## src/rtl/stream_mux4to1_rr_pkg.sv

```systemverilog
// Shared definitions for the 4-to-1 round-robin stream multiplexer:
// channel count, state encoding and the rotating-priority pick function.
package stream_mux4to1_rr_pkg;

  localparam int NUM_CH = 4;
  localparam int SEL_W  = 2;

  typedef enum logic {
    IDLE   = 1'b0,
    LOCKED = 1'b1
  } state_e;

  typedef struct packed {
    logic             found;
    logic [SEL_W-1:0] idx;
  } pick_t;

  // First requester at or after ptr, wrapping. Scanning from the far end
  // down lets the closest hit to ptr be the last write and therefore win.
  function automatic pick_t rr_pick(input logic [NUM_CH-1:0] req,
                                    input logic [SEL_W-1:0]  ptr);
    pick_t            p;
    logic [SEL_W-1:0] c;
    p = '0;
    for (int k = NUM_CH - 1; k >= 0; k--) begin
      c = ptr + SEL_W'(k);
      if (req[c]) begin
        p.found = 1'b1;
        p.idx   = c;
      end
    end
    return p;
  endfunction

endpackage

```

## src/rtl/stream_mux4to1_rr_arbiter4.sv

```systemverilog
// Combinational round-robin picker: the first requesting channel starting
// at ptr, wrapping modulo 4.
module rr_arbiter4
  import stream_mux4to1_rr_pkg::*;
(
  input  logic [NUM_CH-1:0] req,
  input  logic [SEL_W-1:0]  ptr,
  output logic [SEL_W-1:0]  grant,
  output logic              gnt_valid
);

  pick_t pick;

  assign pick      = rr_pick(req, ptr);
  assign grant     = pick.idx;
  assign gnt_valid = pick.found;

endmodule

```

## src/rtl/stream_mux4to1_rr.sv

```systemverilog
// Four valid/ready packet sources merged onto one registered output,
// round-robin arbitrated at packet granularity and tagged with out_sel.
module stream_mux4to1_rr
  import stream_mux4to1_rr_pkg::*;
#(
  parameter int DATA_W = 8
) (
  input  logic                     clk,
  input  logic                     rst_n,
  input  logic [NUM_CH-1:0]        in_valid,
  input  logic [NUM_CH*DATA_W-1:0] in_data,
  input  logic [NUM_CH-1:0]        in_last,
  output logic [NUM_CH-1:0]        in_ready,
  output logic                     out_valid,
  output logic [DATA_W-1:0]        out_data,
  output logic                     out_last,
  output logic [SEL_W-1:0]         out_sel,
  input  logic                     out_ready
);

  state_e           state, state_nxt;
  logic [SEL_W-1:0] rr_ptr, rr_ptr_nxt;
  logic [SEL_W-1:0] lock_ch, lock_ch_nxt;
  logic [SEL_W-1:0] grant, src;
  logic             gnt_valid;
  logic             load_en;
  logic             accept;

  // The single output entry can take a new beat whenever it is empty or
  // being drained this cycle, giving one beat per cycle.
  assign load_en = !out_valid || out_ready;

  rr_arbiter4 u_arb (
    .req      (in_valid),
    .ptr      (rr_ptr),
    .grant    (grant),
    .gnt_valid(gnt_valid)
  );

  // NOTE: every signal written here gets a default first, so no path
  // leaves one unassigned and no latch is inferred.
  always_comb begin
    in_ready    = '0;
    state_nxt   = state;
    rr_ptr_nxt  = rr_ptr;
    lock_ch_nxt = lock_ch;
    src         = lock_ch;
    case (state)
      IDLE: begin
        src = grant;
        if (load_en && gnt_valid) in_ready[grant] = 1'b1;
      end
      LOCKED: in_ready[lock_ch] = load_en;
      default: ;
    endcase
    if (!rst_n) in_ready = '0;
    accept = in_ready[src] && in_valid[src];
    if (accept && in_last[src]) begin
      state_nxt  = IDLE;
      rr_ptr_nxt = src + SEL_W'(1);
    end else if (accept) begin
      state_nxt   = LOCKED;
      lock_ch_nxt = src;
    end
  end

  // NOTE: sequential state uses non-blocking assignments so every register
  // samples the pre-edge values regardless of statement order.
  always_ff @(posedge clk or negedge rst_n) begin
    if (!rst_n) begin
      state   <= IDLE;
      rr_ptr  <= '0;
      lock_ch <= '0;
    end else begin
      state   <= state_nxt;
      rr_ptr  <= rr_ptr_nxt;
      lock_ch <= lock_ch_nxt;
    end
  end

  // Payload is held after a drain with no reload, so only out_valid drops.
  always_ff @(posedge clk or negedge rst_n) begin
    if (!rst_n) begin
      out_valid <= 1'b0;
      out_data  <= '0;
      out_last  <= 1'b0;
      out_sel   <= '0;
    end else if (accept) begin
      out_valid <= 1'b1;
      out_data  <= in_data[int'(src)*DATA_W +: DATA_W];
      out_last  <= in_last[src];
      out_sel   <= src;
    end else if (out_ready) begin
      out_valid <= 1'b0;
    end
  end

endmodule

```

## config.mk

```make
export PLATFORM = sky130hd
export DESIGN_NAME = stream_mux4to1_rr
export DESIGN_NICKNAME = d
export VERILOG_FILES = /design/src/rtl/stream_mux4to1_rr_pkg.sv /design/src/rtl/stream_mux4to1_rr_arbiter4.sv /design/src/rtl/stream_mux4to1_rr.sv
export SDC_FILE = /design/constraint.sdc
export NUM_CORES = 1
export LEC_CHECK = 0
export CORE_MARGIN = 5
export CORE_UTILIZATION = 41
export DETAILED_ROUTE_END_ITERATION = 8
export PLACE_DENSITY = 0.91
export SETUP_SLACK_MARGIN = 0.3
export SLEW_MARGIN = 30
export SYNTH_ARGS = -nofsm -noshare
export SYNTH_HDL_FRONTEND = slang
export SYNTH_SLANG_ARGS = --single-unit
```

## constraint.sdc

```tcl
create_clock -name clk -period 3.15 [get_ports clk]
set_clock_uncertainty 0.15 [all_clocks]
set_input_delay 0.63 -clock clk [delete_from_list [all_inputs] [get_ports clk]]
set_output_delay 0.63 -clock clk [all_outputs]
set_load 0.005 [all_outputs]
```

After elaboration in Yosys (flattened, before gate mapping)
Cells that the tools add are included.
Storage, ports and cells
  flip-flop bits (word level): 17
  bits of input ports: 43
  logic and storage cells: 64
Cells by class
  $add $sub $neg: 4
  $lt $le $gt $ge: 9
  shift operators: 1
  mux-type cells: 30
  bitwise gates (word level): 3
  reductions and logical operators: 10
Operators with widths (count)
  32-bit by 6-bit variable part select with 8-bit output: 1
  2-bit by 3-bit less-than comparator with 1-bit output (second input constant): 7
  1-bit binary-select mux with 2-bit select: 7
  1-bit two-way mux: 13
  3-bit two-way mux: 4
  4-bit two-way mux: 2
  4-bit one-hot mux with 2 select lines: 1
  1-bit logical AND: 5
  2-bit by 1-bit adder with 2-bit output (second input constant): 2
  2-bit adder (second input constant): 2
  4-bit AND: 1
  1-bit demux with 2-bit select: 2
  2-bit by 1-bit greater-or-equal comparator with 1-bit output (second input constant): 2
  2-bit nonzero test: 2
  2-bit two-way mux: 1
  1-bit NOT: 2
  2-bit AND reduction: 1
  1-bit logical NOT: 1
  1-bit logical OR: 1

Depth between registers and ports, before layout
Gate-level depths: netlist of run 1.
  depth after elaboration: 20
  gate-level depth with buffers: 8

Hierarchy
Synthesis of run 1 repeated with hierarchy kept, for this count alone.
Unflattened totals
  cells, all modules: 102
  area, all modules: 1228.7 um^2
By module, submodules not included
  stream_mux4to1_rr: instances 1, cells each 87, area each 1147.4 um^2
  rr_arbiter4: instances 1, cells each 15, area each 81.3 um^2

Worst setup path after synthesis of run 1
Ideal clock, no wire load.
  kind: input to output
  from: input in_valid[2]
  to: output in_ready[0]
  arrival: 1.760 ns
  setup slack: 0.610 ns
  stages on the path: 6
  buffers on the path: 1
  cells stage by stage: nor2b_1 -> a2111oi_0 -> nor2b_1 -> buf_2 -> nand2b_1 -> nor2_1
Between the ends
  longest elaborated chain between the ends: 13
  elaborated cells on any way between the ends: 21
  classes of those cells: order compare: 2; mux: 17; reduce/logical: 2
RTL lines
  from (decl): line stream_mux4to1_rr.sv:10  | input logic [NUM_CH-1:0] in_valid,
  1-bit binary-select mux with 2-bit select: line stream_mux4to1_rr_pkg.sv:27  | if (req[c]) begin
  1-bit two-way mux (not written as such): line stream_mux4to1_rr_pkg.sv:27
  3-bit two-way mux (3 in series): line stream_mux4to1_rr_pkg.sv:27
  3-bit two-way mux *: line stream_mux4to1_rr_pkg.sv:27
  2-bit by 3-bit less-than comparator with 1-bit output (not written as such) / 2-bit by 1-bit greater-or-equal comparator with 1-bit output (equally long branches): line stream_mux4to1_rr.sv:51  | if (load_en && gnt_valid) in_ready[grant] = 1'b1;
  1-bit logical AND (not written as such): line stream_mux4to1_rr.sv:51
  1-bit two-way mux (not written as such): line stream_mux4to1_rr.sv:51
  1-bit demux with 2-bit select: line stream_mux4to1_rr.sv:51
  4-bit two-way mux *: line stream_mux4to1_rr.sv:51
  4-bit one-hot mux with 2 select lines *: line stream_mux4to1_rr.sv:48  | case (state)
  4-bit two-way mux *: line stream_mux4to1_rr.sv:56  | if (!rst_n) in_ready = '0;
  to (decl): line stream_mux4to1_rr.sv:13  | output logic [NUM_CH-1:0] in_ready,
Mark *: on every way between the ends. The rest lies on a longest branch, timed or not. The select of a mux whose other input is x is not followed.

Final worst setup path of run 1
  from: input in_valid[1]
  to: output in_ready[0]
Same word-level chain as after synthesis.

==> flow_metrics.py, run 1 <==
metrics = {
    "job": {
        "cap_violations": 0,
    },
    "power": {
        "p_comb_frac": 0.711,
        "power_density_nw_per_um2": 840.5,
        "net-switching-power_mw": 0.6923,
        "swShare": 0.3751,
        "finalPower_mw": 1.846,
        "clkPwrFrac": 0.063,
        "vdd_drop_max_v": 0.0004595,
        "power_frac_seq": 0.226,
        "internal_power_mw": 1.153,
        "power.static_leakage_nw": 1.008,
    },
    "placement": {
        "io_buffers": 58,
        "gp_congestion": 0.8337,
        "place_ws_ns": -0.3517,
        "dp_cells": 227,
        "place_area_um2": 2043,
        "dp_hpwl_mm": 2.984,
    },
    "finish": {
        "final_cells": 236,
        "multiInputGateArea_um2": 888.4,
        "design_area_um2": 2196,
        "regArea_um2": 427.9,
        "final_nets": 236,
        "n_antenna_cell": 0,
        "drive_gt1_frac": 0.2865,
        "area_growth_pct": 70.55,
        "final_util": 0.7252,
        "filler_cell_count": 207,
    },
    "clock_tree": {
        "clock-sinks": 17,
        "cts_root_buf": "clkbuf_4",
        "htreeDepth": 1,
        "cts_tree": "done",
        "clk_latency_ns": 0.29,
        "cts_max_path_buffers": 2,
        "cts_buffers": 3,
        "clk_pin_slew_ns": 0.10,
    },
    "worst_setup_path": {
        "cpMaxStageDelayCell": "dlygate4sd2_1",
        "regToRegSetupSlack_ns": 0.51,
        "cp.arrival_ns": 2.02,
        "crit_fanout": 6,
        "crit_top_cell": "buf_4",
        "critPathMaxStageDelay_ns": 0.25,
        "crit_family": "buffers and inverters",
        "end_kind": "output port",
        "worst_ep_required_time_ns": 2.37,
        "startpoint_type": "primary input",
        "path_cells": "clkdlybuf4s15_1 -> buf_6 -> mux2i_4 -> buf_4 -> o2bb2ai_2 -> o311ai_4 -> buf_4 -> nor2_1 -> dlygate4sd2_1",
        "cp.buffers_inverters": 5,
        "crit_type": "in2out",
    },
    "floorplanning": {
        "core-area_um2": 3028,
        "start_util": 0.4252,
        "io_pins": 59,
        "die_width_um": 66.04,
        "num_rows": 20,
        "die-area_um2": 4361,
        "die_h_um": 66.04,
    },
    "sta": {
        "slew_headroom": 0.7636,
        "min_period_over_period": 0.8901,
        "rsz0062_at_grt": "false",
        "slew_viol_final": 0,
        "fin_tns_setup_ns": 0,
        "worstMarginPinSlew_ns": 0.3545,
        "setup_ws_ns": 0.3461,
        "final-hold-violation-count": 0,
        "setup_violations": 0,
        "whs_ns": 0.3487,
        "fin_crit_ns": 2.804,
        "max_freq_ghz": 0.3567,
    },
    "routing": {
        "drc_errors": 0,
        "dr_total_vias": 1216,
        "antenna_left": 0,
        "wire_per_inst_um": 16.07,
        "viasPerCell": 5.153,
        "drt-total-wl_mm": 3.792,
        "drt_first_iter_violations": 38,
        "drt_pass1_iterations": 4,
    },
    "worst_hold_path": {
        "min_path_type": "reg2reg",
    },
    "synthesis": {
        "syn_area_um2": 1287,
        "synth_top_area_frac": 0.3304,
        "synth-main-ff-cell": "dfrtp_1",
        "ys_warn_count": 0,
        "synthTopCellsByArea": "dfrtp_1 33%, mux2i_1 21%, mux2_1 8.7%",
        "synth.largest_area_cell": "dfrtp_1",
        "ys_types": 35,
        "synth_edf_count": 0,
        "synth_nets": 154,
        "ys_seq_area_frac": 0.3304,
        "ys_seq_elements": 17,
        "syn_inst": 111,
        "synth.avg_cell_area_um2": 11.60,
        "async_flop_share": 1.000,
    },
    "global_routing": {
        "overflow": 0,
        "track_usage": 0.1870,
        "grt_max_degree": 20,
        "grt_pass1_vias": 1351,
        "grt_pass1_wl_mm": 6.313,
        "antenna_found_initial": 0,
    },
    "outcome": {
        "status": "completed",
    },
}
registers in the layout, summed over array words and instances, names as in the netlist:
signal / count
out_data: 8
rr_ptr: 2
out_sel: 2
lock_ch: 2
state: 1
out_valid: 1
out_last: 1
metal layers:
| layer | vias up | track usage | share of wire |
|---|---|---|---|
| met5 | - | 0 | 0 |
| met4 | 0 | 0.04569 | 0.011 |
| met3 | 4 | 0.03741 | 0.043 |
| met2 | 35 | 0.3755 | 0.57 |
| met1 | 594 | 0.1937 | 0.38 |
| li1 | 583 | - | - |
cell usage after synthesis (2+ instances only):
cell	instances
mux2_1	10
buf_4	3
nor2_1	6
mux2_4	3
mux2i_1	27
buf_6	2
mux2_2	2
nor2b_1	3
nand2b_1	3
inv_1	3
nand2_1	5
a32oi_1	2
a21o_1	3
dfrtp_1	17
a21oi_1	2
what timing repair did:
item | CTS | global route
setup endpoints to repair | 17 | 11
cloned | 0 | 0
pin swaps | 8 | 3
hold endpoints to repair | 0 | 0
gates resized for setup | 25 | 9
setup buffers | 2 | 3
hold buffers | 0 | 0
cell usage in the layout, fill, tap and decap left out, types with 4 or more instances in the layout:
| cell type | count |
|---|---|
| buf_6 | 4 |
| dlygate4sd2_1 | 4 |
| dfrtp_1 | 15 |
| buf_4 | 20 |
| clkdlybuf4s50_1 | 50 |
| nor2_1 | 5 |
| mux2_1 | 10 |
| mux2i_1 | 26 |
worst reg2reg max path: stages (launching register included):
cell and delay (ns):
dfrtp_2 0.50, mux2i_4 0.22, buf_4 0.15, o2bb2ai_2 0.13, o311ai_4 0.24, buf_4 0.16, buf_4 0.12, o22ai_2 0.09
buf_4 0.18, a32oi_4 0.29, mux2_4 0.33
power by group through the flow:
stage          logic, mW  registers (mW)  clock network [mW]
2_1_floorplan      0.749           0.392                   0
3_3_place_gp        1.18           0.407                   0
3_5_place_dp        1.22           0.413                   0
4_1_cts             1.28           0.422               0.122
5_1_grt             1.41           0.435               0.134
6_report            1.31           0.418               0.116
cell type report:
| type | instances | share of cell area |
|---|---|---|
| flip-flops and latches | 17 | 0.1949 |
| clock inverters | 1 | 0.002279 |
| well taps | 44 | 0.02507 |
| multi-input cells | 85 | 0.4046 |
| inverters | 3 | 0.005128 |
| repair buffers | 83 | 0.3578 |
| clock buffers | 3 | 0.01026 |
cell families after synthesis:
kind of cell    share of synthesized area
compound gates                     0.1711
xor+xnor                         0.006804
flops                              0.3304
buf+inv                           0.04761
simple gates                      0.09428
mux                                0.3499
worst paths after layout:
check | startpoint | to | cells after the start
hold reg to reg | out_sel[1] | out_sel[1] | 1
hold / removal | out_sel[1] | out_sel[1] | 1
max in group asynchronous | rst_n | rr_ptr[1] | 2
setup / recovery | in_valid[1] | in_ready[0] | 9
min in group asynchronous | rst_n | state | 2
setup reg to reg | rr_ptr[1] | rr_ptr[1] | 10
No activity file was read; power rests on OpenSTA's default activity.
==> inputs of run 2 (changes only) <==
--- a/config.mk
+++ b/config.mk
@@ -5,12 +5,11 @@
 export SDC_FILE = /design/constraint.sdc
 export NUM_CORES = 1
 export LEC_CHECK = 0
-export CORE_MARGIN = 5
+export CORE_MARGIN = 3
 export CORE_UTILIZATION = 41
 export DETAILED_ROUTE_END_ITERATION = 8
 export PLACE_DENSITY = 0.91
 export SETUP_SLACK_MARGIN = 0.3
-export SLEW_MARGIN = 30
 export SYNTH_ARGS = -nofsm -noshare
 export SYNTH_HDL_FRONTEND = slang
 export SYNTH_SLANG_ARGS = --single-unit
==> flow_metrics.py, run 2 (synthesis gave the netlist of run 1 again) <==
metrics = {
    "outcome": {
        "status": "completed",
    },
    "power": {
        "finalPower_mw": 1.839,
        "power_density_nw_per_um2": 840.4,
        "p_comb_frac": 0.705,
        "power.static_leakage_nw": 0.9973,
        "vdd_drop_max_v": 0.0005142,
        "internal_power_mw": 1.150,
        "clkPwrFrac": 0.060,
        "swShare": 0.3746,
        "power_frac_seq": 0.235,
        "net-switching-power_mw": 0.6889,
    },
    "finish": {
        "area_growth_pct": 69.97,
        "drive_gt1_frac": 0.3179,
        "final_util": 0.7608,
        "final_nets": 239,
        "n_antenna_cell": 0,
        "regMostFlops": "out_data",
        "filler_cell_count": 214,
        "mostFrequentLayoutCells": "50 x clkdlybuf4s50_1, 26 x mux2i_1, 23 x buf_4, 15 x dfrtp_1, 9 x mux2_1",
        "mostFrequentLayoutCell": "clkdlybuf4s50_1",
        "largest_register_ffs": 8,
        "final_cells": 237,
    },
    "clock_tree": {
        "clk_latency_ns": 0.28,
        "cts_buffers": 3,
        "clock-sinks": 17,
        "cts_tree": "done",
        "cts_max_path_buffers": 2,
        "htreeDepth": 1,
        "cts_root_buf": "clkbuf_4",
        "clk_pin_slew_ns": 0.09,
    },
    "routing": {
        "drt-total-wl_mm": 3.602,
        "drc_errors": 0,
        "antenna_left": 0,
        "drt_pass1_iterations": 4,
        "drt_first_iter_violations": 37,
        "wire_per_inst_um": 15.20,
        "viasPerCell": 5.051,
        "dr_total_vias": 1197,
    },
    "placement": {
        "dp_hpwl_mm": 2.964,
        "io_buffers": 58,
        "dp_cells": 228,
        "gp_congestion": 0.7844,
        "place_ws_ns": -0.2906,
    },
    "worst_setup_path": {
        "r2r-end": "rr_ptr[1]",
        "cpMaxStageDelayCell": "a2111oi_4",
        "reg2reg_from": "rr_ptr[1]",
        "worst_ep_required_time_ns": 2.37,
        "regToRegSetupSlack_ns": 0.58,
        "path_cells": "dlygate4sd2_1 -> nand2_2 -> a2111oi_4 -> buf_4 -> nor2b_1 -> nand2b_1 -> nor2_1 -> clkdlybuf4s15_2",
        "startpoint_type": "primary input",
        "cp.arrival_ns": 2.00,
        "critPathMaxStageDelay_ns": 0.34,
        "r2r_cells": 9,
        "crit_type": "in2out",
        "end_kind": "output port",
        "crit_fanout": 2,
    },
    "global_routing": {
        "overflow": 0,
        "antenna_found_initial": 0,
        "grt_max_degree": 19,
        "track_usage": 0.2034,
        "grt_pass1_wl_mm": 5.644,
        "grt_pass1_vias": 1308,
    },
    "floorplanning": {
        "core-area_um2": 2877,
        "num_rows": 19,
        "start_util": 0.4476,
        "die_width_um": 62.04,
        "die-area_um2": 3848,
        "die_h_um": 62.04,
        "io_pins": 59,
    },
    "job": {
        "cap_violations": 0,
    },
    "sta": {
        "setup_ws_ns": 0.3746,
        "min_period_over_period": 0.8811,
        "setup_violations": 0,
        "worstMarginPinSlew_ns": 0.3870,
        "fin_crit_ns": 2.775,
        "slew_headroom": 0.7420,
        "final-hold-violation-count": 0,
        "max_freq_ghz": 0.3603,
        "rsz0062_at_grt": "true",
        "slew_viol_final": 0,
    },
    "worst_hold_path": {
        "hp-start": "out_sel[1]",
        "holdPathStages": 1,
        "hold_end": "out_sel[1]",
        "min_path_type": "reg2reg",
    },
}
## run 2: cell types whose count changed in the layout (fill, tap and decap cells not counted), moves of 2 or more
| cell | change |
|---|---|
| buf_4 | +3 |
| clkdlybuf4s15_1 | -2 |
| clkdlybuf4s15_2 | +2 |
| dlygate4sd2_1 | -2 |
## run 2: area by class of cell
| cell class | count | area, um2 | share of cell area |
|---|---|---|---|
| Multi-Input combinational cell | 85 | 875.8 | 0.4002 |
| Timing Repair Buffer | 86 | 794.5 | 0.3631 |
| Clock buffer | 4 | 26.28 | 0.01201 |
| Inverter | 3 | 11.26 | 0.005146 |
| Tap cell | 42 | 52.55 | 0.02401 |
| Sequential cell | 17 | 427.9 | 0.1955 |
## run 2: critical path, delay by kind of cell
family	cells	cell delay, ns
AOI/OAI and AO/OA	1	0.34
buffers and inverters	3	0.62
and+or+nand+nor	4	0.42
## run 2: power groups by stage
stage               sequential [mW]  combinational (mW)  clock, mW
floorplan                     0.392               0.749          0
global placement              0.412                1.17          0
detailed placement            0.417                1.21          0
CTS                           0.424                1.28      0.116
global route                  0.446                1.39      0.127
finish                        0.432                1.30      0.111
## run 2: worst max-delay path by stage
stage	startpoint	cells past startpoint	slack, ns	end
detailed placement	in_valid[2]	8	-0.29	in_ready[0]
floorplan	in_valid[2]	6	0.61	in_ready[0]
CTS	in_valid[2]	9	0.30	in_ready[2]
global placement	in_valid[2]	8	-0.26	in_ready[0]
global route	in_valid[0]	8	0.29	in_ready[0]
finish	in_valid[0]	8	0.37	in_ready[0]
## run 2: what timing repair did
action,in CTS,in global routing
hold buffers,0,0
resized for setup,27,15
setup buffers,4,1
pin swaps,6,6
endpoints found under the hold margin,0,0
setup endpoints to repair,18,13
## run 2: through the flow
step / instance area [um2] / setup TNS (ns) / hold slack (ns)
after floorplan: 1287 / 0 / 0.1844
after global placement: 2051 / -1.776 / 0.3155
after detailed placement: 2051 / -2.940 / 0.3230
after CTS: 2163 / 0 / 0.3440
after global routing: 2188 / 0 / 0.3840
final: 2188 / 0 / 0.3407
## run 2: per-layer routing
| layer | up-vias | global-route usage | wire length (um) |
|---|---|---|---|
| li1 | 585 | - | - |
| met1 | 574 | 0.2218 | 1424 |
| met2 | 36 | 0.3891 | 1986 |
| met3 | 2 | 0.03719 | 172 |
| met4 | 0 | 0.06667 | 19 |
| met5 | - | 0 | 0 |
==> inputs of run 3 (changes only) <==
==> constraint.sdc (replaced) <==
create_clock -name clk -period 2.95 [get_ports clk]
set_clock_uncertainty 0.15 [all_clocks]
set_input_delay 0.59 -clock clk [delete_from_list [all_inputs] [get_ports clk]]
set_output_delay 0.59 -clock clk [all_outputs]
set_load 0.005 [all_outputs]
==> flow_metrics.py, run 3 (synthesis gave the netlist of run 1 again) <==
metrics = {
    "outcome": {
        "status": "completed",
    },
    "sta": {
        "worstMarginPinSlew_ns": 0.4463,
        "rsz0062_at_grt": "true",
        "slew_headroom": 0.7025,
        "final-hold-violation-count": 0,
        "fin_crit_ns": 2.617,
        "max_freq_ghz": 0.3821,
        "min_period_over_period": 0.8873,
        "setup_violations": 0,
        "slew_viol_final": 0,
        "fin_tns_setup_ns": 0,
    },
    "worst_setup_path": {
        "worst_ep_required_time_ns": 2.98,
        "cp.arrival_ns": 2.65,
        "crit_family": "compound AO/OA/AOI/OAI gates",
        "path_cells": "clkdlybuf4s15_2 -> buf_6 -> mux2i_4 -> o2bb2ai_4 -> o311ai_4 -> buf_6 -> buf_6 -> o32ai_4 -> a21oi_4 -> buf_6 -> mux2_4",
        "end_kind": "flip-flop",
        "startpoint_type": "primary input",
        "regToRegSetupSlack_ns": 0.35,
        "cp.buffers_inverters": 5,
        "crit_top_cell": "buf_6",
        "crit_type": "in2reg",
        "crit_fanout": 5,
        "cpMaxStageDelayCell": "o32ai_4",
        "critPathMaxStageDelay_ns": 0.43,
    },
    "job": {
        "cap_violations": 0,
    },
    "finish": {
        "final_nets": 250,
        "mostFrequentLayoutCell": "clkdlybuf4s50_1",
        "largest_register_ffs": 8,
        "regMostFlops": "out_data",
        "n_antenna_cell": 0,
        "mostFrequentLayoutCells": "50 x clkdlybuf4s50_1, 27 x buf_4, 26 x mux2i_1, 15 x dfrtp_1, 12 x mux2_4",
        "area_growth_pct": 87.37,
        "final_cells": 248,
        "drive_gt1_frac": 0.4466,
        "final_util": 0.8386,
    },
    "clock_tree": {
        "cts_tree": "done",
        "cts_root_buf": "clkbuf_4",
        "postCtsHoldBufs": 0,
        "clk_latency_ns": 0.29,
        "cts_max_path_buffers": 2,
        "clk_pin_slew_ns": 0.09,
        "htreeDepth": 1,
        "cts_buffers": 3,
        "clock-sinks": 17,
    },
    "floorplanning": {
        "die-area_um2": 3848,
        "die_width_um": 62.04,
        "io_pins": 59,
        "start_util": 0.4476,
        "core-area_um2": 2877,
        "num_rows": 19,
        "die_h_um": 62.04,
    },
    "routing": {
        "antenna_left": 0,
        "drc_errors": 0,
        "dr_total_vias": 1296,
        "drt_first_iter_violations": 25,
        "drt_pass1_iterations": 4,
        "wire_per_inst_um": 17.54,
        "drt-total-wl_mm": 4.349,
        "viasPerCell": 5.226,
    },
    "power": {
        "power_density_nw_per_um2": 969.0,
        "vdd_drop_max_v": 0.0006022,
        "power.static_leakage_nw": 1.132,
    },
    "global_routing": {
        "grt_max_degree": 19,
        "track_usage": 0.2136,
        "grt_pass1_wl_mm": 5.871,
        "grt_pass1_vias": 1305,
        "overflow": 0,
        "antenna_found_initial": 0,
    },
    "placement": {
        "dp_hpwl_mm": 2.893,
        "io_buffers": 58,
        "dp_cells": 233,
        "gp_congestion": 0.8206,
    },
    "worst_hold_path": {
        "min_path_type": "reg2reg",
    },
}
[run 3: cell count changes in the layout (fill, tap and decap cells not counted), sizes merged]
cell	delta
buf	+15
dlygate4sd2	-2
clkbuf	-1
clkdlybuf4s15	-1
[run 3: final cells by class]
class / instances / area [um2]
fill: 139 / 464.2
timing repair buffer: 97 / 894.6
clock buffer: 4 / 26.28
multi-input combinational: 85 / 999.7
tap: 42 / 52.55
sequential: 17 / 427.9
inverter: 3 / 11.26
[run 3: worst reg2reg max path, delay by kind of cell, from the launching register on]
family / cells / cell delay (ns)
compound gates: 4 / 0.80
buf+inv: 3 / 0.42
flops: 1 / 0.50
mux: 2 / 0.61
[run 3: stage by stage]
step	hold slack, ns	cell area (um2)	setup WS (ns)	power, mW
floorplan	0.1444	1287	0.4736	1.218
global placement	0.3135	2088	-0.3720	1.719
detailed placement	0.3140	2088	-0.4289	1.770
CTS	0.3346	2296	0.2922	2.085
global route	0.3727	2412	0.2872	2.454
finish	0.3420	2412	0.3325	2.337
[run 3: worst paths after layout]
check / from / depth (start not counted) / to
hold reg to reg: out_sel[1] / 1 / out_sel[1]
max in group asynchronous: rst_n / 2 / rr_ptr[1]
min in group asynchronous: rst_n / 2 / out_data[1]
hold / removal: out_sel[1] / 1 / out_sel[1]
setup reg to reg: rr_ptr[1] / 9 / out_data[0]
setup / recovery: in_valid[1] / 11 / out_data[0]
[run 3: timing repair]
action                                  4_1_cts  5_1_grt
pin swaps                                    13       14
setup buffers                                 6        5
endpoints found under the setup margin       19       16
gates resized for setup                      51       33
[run 3: metal layers]
layer / wire (um) / vias up / track usage
met5: 0 / - / 0
met2: 2410 / 50 / 0.3876
li1: - / 612 / -
met3: 208 / 16 / 0.05372
met4: 157 / 0 / 0.1212
met1: 1573 / 618 / 0.2201
[run 3: report_power, final]
part           internal (mW)  total [mW]  switching [mW]
clock network         0.0526       0.127          0.0746
logic                   1.06        1.75           0.691
registers              0.352       0.462           0.110
